**src/rtl/data_sram_bridge_if.sv**
```systemverilog
// Handshaked SRAM-like data bus (req / addr_ok / data_ok) between the M-stage bridge and memory.
interface data_sram_bridge_if #(
  parameter int ADDR_W = 32,
  parameter int DATA_W = 32
);
  logic              req;
  logic              wr;
  logic [1:0]        size;
  logic [ADDR_W-1:0] addr;
  logic [DATA_W-1:0] wdata;
  logic [3:0]        wstrb;
  logic              addr_ok;
  logic              data_ok;
  logic [DATA_W-1:0] rdata;

  modport master (
    output req, wr, size, addr, wdata, wstrb,
    input  addr_ok, data_ok, rdata
  );

  modport slave (
    input  req, wr, size, addr, wdata, wstrb,
    output addr_ok, data_ok, rdata
  );
endinterface

```
**src/rtl/data_sram_bridge.sv**
```systemverilog
// M-stage bridge: one bus transaction per load/store, pipeline held via stallM until done.
// Optional DBRIDGE_FLUSH_EN adds flushM and a CANCEL state that drains a flushed access.
module data_sram_bridge #(
  parameter int DATA_W   = 32,
  parameter int ADDR_W   = 32,
  parameter int ADDR_MAP = 1
) (
  input  logic              clk,
  input  logic              rst,
  input  logic              memenM,
  input  logic              memwriteM,
  input  logic [1:0]        sizeM,
  input  logic [ADDR_W-1:0] addrM,
  input  logic [DATA_W-1:0] writedataM,
  input  logic [3:0]        wenM,
  input  logic              ext_stallM,
`ifdef DBRIDGE_FLUSH_EN
  input  logic              flushM,
`endif
  output logic [DATA_W-1:0] readdataM,
  output logic              stallM,
  data_sram_bridge_if.master data
);

`ifdef DBRIDGE_FLUSH_EN
  typedef enum logic [1:0] {IDLE, WAIT, DONE, CANCEL} state_t;
  logic flush;
  assign flush = flushM;
`else
  typedef enum logic [1:0] {IDLE, WAIT, DONE} state_t;
  logic flush;
  assign flush = 1'b0;
`endif

  state_t            state;
  state_t            next_state;
  logic              capture;
  logic [ADDR_W-1:0] mapped_addr;

  // kseg0/kseg1 fold onto physical memory by clearing the top three address bits.
  always_comb begin
    mapped_addr = addrM;
    if (ADDR_MAP != 0 && addrM[ADDR_W-1 -: 2] == 2'b10)
      mapped_addr[ADDR_W-1 -: 3] = 3'b000;
  end

  assign data.wr    = memenM & memwriteM;
  assign data.size  = sizeM;
  assign data.addr  = mapped_addr;
  assign data.wdata = writedataM;
  assign data.wstrb = (memenM && memwriteM) ? wenM : 4'b0000;

  always_ff @(posedge clk) begin
    if (rst) begin
      state     <= IDLE;
      readdataM <= '0;
    end else begin
      state <= next_state;
      if (capture)
        readdataM <= data.rdata;
    end
  end

  always_comb begin
    next_state = state;
    data.req   = 1'b0;
    stallM     = 1'b0;
    capture    = 1'b0;
    case (state)
      IDLE: begin
        data.req = memenM & ~flush & ~rst;
        stallM   = memenM;
        if (data.req && data.addr_ok)
          next_state = WAIT;
      end
      WAIT: begin
        stallM = 1'b1;
        // A flush racing the response simply discards it; otherwise drain later in CANCEL.
        if (flush) begin
`ifdef DBRIDGE_FLUSH_EN
          next_state = data.data_ok ? IDLE : CANCEL;
`endif
        end else if (data.data_ok) begin
          next_state = DONE;
          capture    = ~memwriteM;
        end
      end
      DONE: begin
        if (flush || !ext_stallM)
          next_state = IDLE;
      end
`ifdef DBRIDGE_FLUSH_EN
      CANCEL: begin
        stallM = memenM;
        if (data.data_ok)
          next_state = IDLE;
      end
`endif
      default: next_state = IDLE;
    endcase
  end

endmodule
```
**src/flat_wrapper.sv**
```systemverilog
// flat-port wrapper written by rule: the top's interface ports become plain ports
module data_sram_bridge_flat 
#(
  parameter int DATA_W   = 32,
  parameter int ADDR_W   = 32,
  parameter int ADDR_MAP = 1
)
  (clk, rst, memenM, memwriteM, sizeM, addrM, writedataM, wenM, ext_stallM, readdataM, stallM, data_req, data_wr, data_size, data_addr, data_wdata, data_wstrb, data_addr_ok, data_data_ok, data_rdata);
  data_sram_bridge_if #(.ADDR_W(ADDR_W), .DATA_W(DATA_W)) data_i ();
  input  logic clk;
  input  logic rst;
  input  logic memenM;
  input  logic memwriteM;
  input  logic [1:0] sizeM;
  input  logic [ADDR_W-1:0] addrM;
  input  logic [DATA_W-1:0] writedataM;
  input  logic [3:0] wenM;
  input  logic ext_stallM;
  output logic [DATA_W-1:0] readdataM;
  output logic stallM;
  output wire logic [$bits(data_i.req)-1:0] data_req;
  output wire logic [$bits(data_i.wr)-1:0] data_wr;
  output wire logic [$bits(data_i.size)-1:0] data_size;
  output wire logic [$bits(data_i.addr)-1:0] data_addr;
  output wire logic [$bits(data_i.wdata)-1:0] data_wdata;
  output wire logic [$bits(data_i.wstrb)-1:0] data_wstrb;
  input wire logic [$bits(data_i.addr_ok)-1:0] data_addr_ok;
  input wire logic [$bits(data_i.data_ok)-1:0] data_data_ok;
  input wire logic [$bits(data_i.rdata)-1:0] data_rdata;
  assign data_req = data_i.req;
  assign data_wr = data_i.wr;
  assign data_size = data_i.size;
  assign data_addr = data_i.addr;
  assign data_wdata = data_i.wdata;
  assign data_wstrb = data_i.wstrb;
  assign data_i.addr_ok = data_addr_ok;
  assign data_i.data_ok = data_data_ok;
  assign data_i.rdata = data_rdata;
  data_sram_bridge #(.DATA_W(DATA_W), .ADDR_W(ADDR_W), .ADDR_MAP(ADDR_MAP)) u_core (.clk(clk), .rst(rst), .memenM(memenM), .memwriteM(memwriteM), .sizeM(sizeM), .addrM(addrM), .writedataM(writedataM), .wenM(wenM), .ext_stallM(ext_stallM), .readdataM(readdataM), .stallM(stallM), .data(data_i));
endmodule
```
**config.mk**
```make
export PLATFORM = sky130hd
export DESIGN_NAME = data_sram_bridge_flat
export DESIGN_NICKNAME = d
export VERILOG_FILES = /design/src/rtl/data_sram_bridge_if.sv /design/src/rtl/data_sram_bridge.sv /design/src/flat_wrapper.sv
export SDC_FILE = /design/constraint.sdc
export NUM_CORES = 1
export LEC_CHECK = 0
export CAP_MARGIN = 20
export CELL_PAD_IN_SITES_DETAIL_PLACEMENT = 1
export CELL_PAD_IN_SITES_GLOBAL_PLACEMENT = 1
export CORE_ASPECT_RATIO = 1.4
export CORE_MARGIN = 8
export CORE_UTILIZATION = 19
export CTS_CLUSTER_DIAMETER = 80
export DETAILED_ROUTE_END_ITERATION = 12
export PLACE_DENSITY_LB_ADDON = 0.1
export SYNTH_ARGS = -nofsm -noshare
export SYNTH_HDL_FRONTEND = slang
export SYNTH_SLANG_ARGS = --single-unit
```
**constraint.sdc**
```tcl
create_clock -name clk -period 1.2 [get_ports clk]
set_input_delay 0.12 -clock clk [delete_from_list [all_inputs] [get_ports clk]]
set_output_delay 0.12 -clock clk [all_outputs]
set_load 0.05 [all_outputs]
```
* Word-level counts from Yosys, hierarchy flattened
Index checks and enable logic that the tools add are counted.
** Cells by class
- Mux-type cells :: 10
- Eq/ne operators :: 6
- Reduce and logical (&&, ||, !) cells :: 4
- Bitwise gates (word level) :: 4
** Operators with widths (number)
- 2-bit 2-to-1 mux :: 3
- 2-bit case mux with 3 select lines :: 1
- 2-bit equality test (second input constant) :: 2
- 4-bit 2-to-1 mux :: 1
- 2-bit != test (second input constant) :: 2
- 1-bit 2-to-1 mux :: 3
- 3-bit 2-to-1 mux :: 1
- 3-bit AND reduction :: 1
- 1-bit bitwise AND :: 2
- 2-bit by 1-bit equality test with 1-bit output (second input constant) :: 1
- 1-bit logical AND :: 2
- 2-bit logical NOT :: 1
- 2-bit by 1-bit != test with 1-bit output (second input constant) :: 1
- 1-bit NOT :: 2
- 1-bit case mux with 2 select lines :: 1
** Word-level totals
- Bits of input ports :: 109
- Bits in registers :: 34
- Logic and storage cells :: 26
- Output and inout port bits :: 105

* Logic depth before layout (Yosys ltp)
- Depth in word-level cells :: 5
- Mapped depth :: 4
- Depth with buffers taken out :: 2

* Worst setup path after synthesis
Ideal clock, no wire load.
- Kind :: register to output
- Start point :: register u_core.state[1]
- End point :: output port data_req
- Slack :: -0.923 ns
- Arrival time :: 2.003 ns
- Stages on the path, launching flop included :: 2
- Cells stage by stage :: dfxtp_1 > nor4b_1
** On the way
- Longest elaborated chain between the ends :: 2
** RTL lines
- from (decl) :: RTL line data_sram_bridge.sv:35 : state_t state;
- from (signal assigned) :: RTL line data_sram_bridge.sv:58 : state <= next_state;
- 2-bit logical NOT :: RTL line data_sram_bridge.sv:69 : case (state)
- 1-bit 2-to-1 mux :: RTL line data_sram_bridge.sv:69
- to (decl) :: RTL line flat_wrapper.sv:21 : output wire logic [$bits(data_i.req)-1:0] data_req;
Every way passes these cells.

* Worst setup path after layout
Ends and elaborated chain as after synthesis.

==> results.md <==
* Status: finished with violations
* Violated checks: negative setup slack
* Sequential cell area at slightly below 700 um2
* Max Freq at roughly 750 MHz
* Mean Syn Cell Area at about 9.4 um2
* GR Util All Layers at 8.19%
* Pwr Total at between 3 and 4 mW
* Core area at approximately 11000 um2
* Placed Area at between 3000 and 4000 um2
* Slew headroom at between 80% and 90%
* Io pins at approximately 210
* CTS Buf Count at 5
* Antenna diodes at 0
* Worst-Skew Late Latency at roughly 0.27 ns
* Slew @ Worst Pin at around 0.27 ns
* Fraction of layout cells with a size suffix above 1 at between 20% and 30%
* Largest net degree at the start of global routing at 29
* Fin util at 31.1%
* Area delta synth->final at 60.6%
* Number of global-route vias before repair at between 1500 and 2000
* Clk root buf: clkbuf_16
* CTS H-tree depth at 2
* Clock Pin Slew Worst Setup and Hold Paths at 0.05 ns
* Setup slack after layout at -0.131 ns
* Final Hold Fails at 0
* Die width at 105 um
* Post-route DRC at 0
* Synth warnings at 0
* Worst path cell trace: buf_6 > nor4b_4 > buf_12
* Ys async rst share at 0%
* Port Buffers at between 80 and 90
* Cell area after synthesis at 2090 um2
* Top FF cell, synth: dfxtp_1
* Multi-input gate area at 882 um2
* DR iter-0 viols at 19
* Hold WC Path Type: in2reg
* Initial core utilization at 19.4%
* Final Cycle Share at 111%
* Final Non-Filler Cells at about 400
* Total gr overflow at 0
* RSZ-0062 raised after global routing: true
* Synth Register Bits at 34
* Die Footprint at ~15000 um2
* Max Cap Viol at 0
* Most area-hungry cell type in the Yosys netlist: dfxtp_1
* Routability cong. at between 0.6 and 0.7
* CTS Buffer Depth at 2
* Skew final at between 0.002 and 0.003 ns
* Setup_tns at -2.57 ns
* CP arrival at roughly 1.2 ns
* Nets at 367
* Number of synthesized flops with an enable pin at 0
* Via count at between 1500 and 2000
* Post-synth top area share at about a third
* Synth Instances at 223
* Critical path peak fanout at 3
* Wirelength per Cell at 15.6 um
* # hold bufs at CTS at 0
* Via density at roughly 3.8
* Peak supply drop at 0.444 mV
* Routed WL at ~6.2 mm
* First-pass GRT wire length at around 9.6 mm
* Worst path required time at 1.08 ns
* # fillers at between 1000 and 1500
* Critical Path Max Stage Delay at ~0.32 ns
* Slew Limit Fails at 0
* Synthesized net count at ~330
* Synth cell count leaders: nand2b_1 (65), buf_4 (63), dfxtp_1 (34)
* Pwr dens at ~900 nW/um2
* Placed Instances at between 300 and 400
* # clock sinks at 34
* Core Rows at 45
* Initial antenna violation count at 0
* Final Instance Area at approximately 3400 um2
* Die Y at ~140 um
* Top post-synthesis cells by area: dfxtp_1 (32%), buf_4 (23%), nand2b_1 (19%)
* WS Path Type: reg2out
* Final setup violation count at 34
* Leakage Power at roughly 1.2 nW
* DRT antenna net count at 0
* Min Tclk post-route at between 1 and 1.5 ns
* Dpl hpwl at approximately 4.7 mm
* Startpoint Class: register
* Cell with the most instances after synthesis: nand2b_1
* Drt pass-1 iters at 4
* Distinct cells, synth at 17
* CTS tree: yes
* Register area share after synthesis at ~32%
* Worst setup EP type: output port
* Worst path slowest cell: dfxtp_2
[critical path, delay by kind of cell (launching register included)]
kind | cells | cell delay (ns)
simple gates | 1 | 0.32
buf+inv | 2 | 0.30
flops | 1 | 0.32
[registers in the layout (all words and copies together) (netlist names)]
| signal | count |
|---|---|
| u_core.readdataM | 32 |
| u_core.state | 2 |
[cell families (layout without fill, tap and decap cells)]
| family | after synthesis | in the layout | synth area share, % |
|---|---|---|---|
| AO/OA/AOI/OAI | 3 | 3 | 0.956 |
| buffers and inverters | 76 | 110 | 27.6 |
| flip-flops | 34 | 34 | 32.5 |
| multiplexers | 32 | 32 | 15.3 |
| AND/OR/NAND/NOR | 78 | 78 | 23.7 |
[repair_timing]
action / 4_1_cts / 5_1_grt
gates cloned: 0 / 2
setup endpoints to repair: 7 / 15
buffers inserted: 1 / 2
resized for setup: 6 / 8
pin swaps: 1 / 1
[power breakdown]
| part | total [mW] | leakage, nW | switching, mW | internal [mW] |
|---|---|---|---|---|
| Clock | 1.25 | 0.0688 | 0.446 | 0.801 |
| Combinational | 0.621 | 0.881 | 0.257 | 0.365 |
| Sequential | 1.17 | 0.275 | 0.0196 | 1.15 |
| Total | 3.04 | 1.22 | 0.722 | 2.32 |
[final cells by class]
| cell class | instances | area share, % |
|---|---|---|
| well taps | 141 | 5.25 |
| clock buffers | 6 | 4.13 |
| inverters | 1 | 0.112 |
| multi-input cells | 113 | 26.2 |
| repair buffers | 103 | 44.0 |
| flip-flops and latches | 34 | 20.3 |
[layer usage]
metal	routed length (um)	up-vias	GRT usage [%]
li1	-	711	-
met5	0	-	0
met2	2920	79	12.8
met4	209	0	5.35
met3	783	26	4.91
met1	2290	693	8.04
[placed cells by master, fill, tap and decap left out]
| cell type | n |
|---|---|
| nand3b_1 | 3 |
| nand2b_1 | 65 |
| a21boi_2 | 1 |
| and4bb_4 | 1 |
| mux2i_1 | 31 |
| dfxtp_1 | 32 |
| buf_12 | 44 |
| mux2i_2 | 1 |
| a21oi_1 | 1 |
| dlygate4sd2_1 | 1 |
| clkdlybuf4s50_1 | 42 |
| buf_2 | 1 |
| nor4b_4 | 1 |
| inv_1 | 1 |
| clkbuf_16 | 7 |
| clkbuf_8 | 1 |
| a211oi_1 | 1 |
| and2_1 | 2 |
| and3_4 | 4 |
| dlymetal6s2s_1 | 1 |
| buf_6 | 3 |
| nor2_1 | 2 |
| dfxtp_2 | 2 |
| buf_4 | 9 |
[worst paths after layout]
| path | from | endpoint | slack [ns] | cells past startpoint |
|---|---|---|---|---|
| setup / recovery | u_core.state[1] | data_req | -0.13 | 3 |
| hold / removal | rst | u_core.state[1] | 0.16 | 2 |
| setup reg to reg | u_core.state[1] | u_core.readdataM[11] | -0.10 | 4 |
| hold reg to reg | u_core.readdataM[29] | u_core.readdataM[29] | 0.50 | 2 |
[metrics by stage]
stage	setup slack (ns)	hold slack (ns)
after CTS	-0.154	0.176
after global placement	-0.183	0.240
after detailed placement	-0.219	0.240
final	-0.131	0.163
after floorplan	-0.0496	0.275
after global routing	-0.167	0.194
Note: power is estimated with default switching activity, not from simulation.
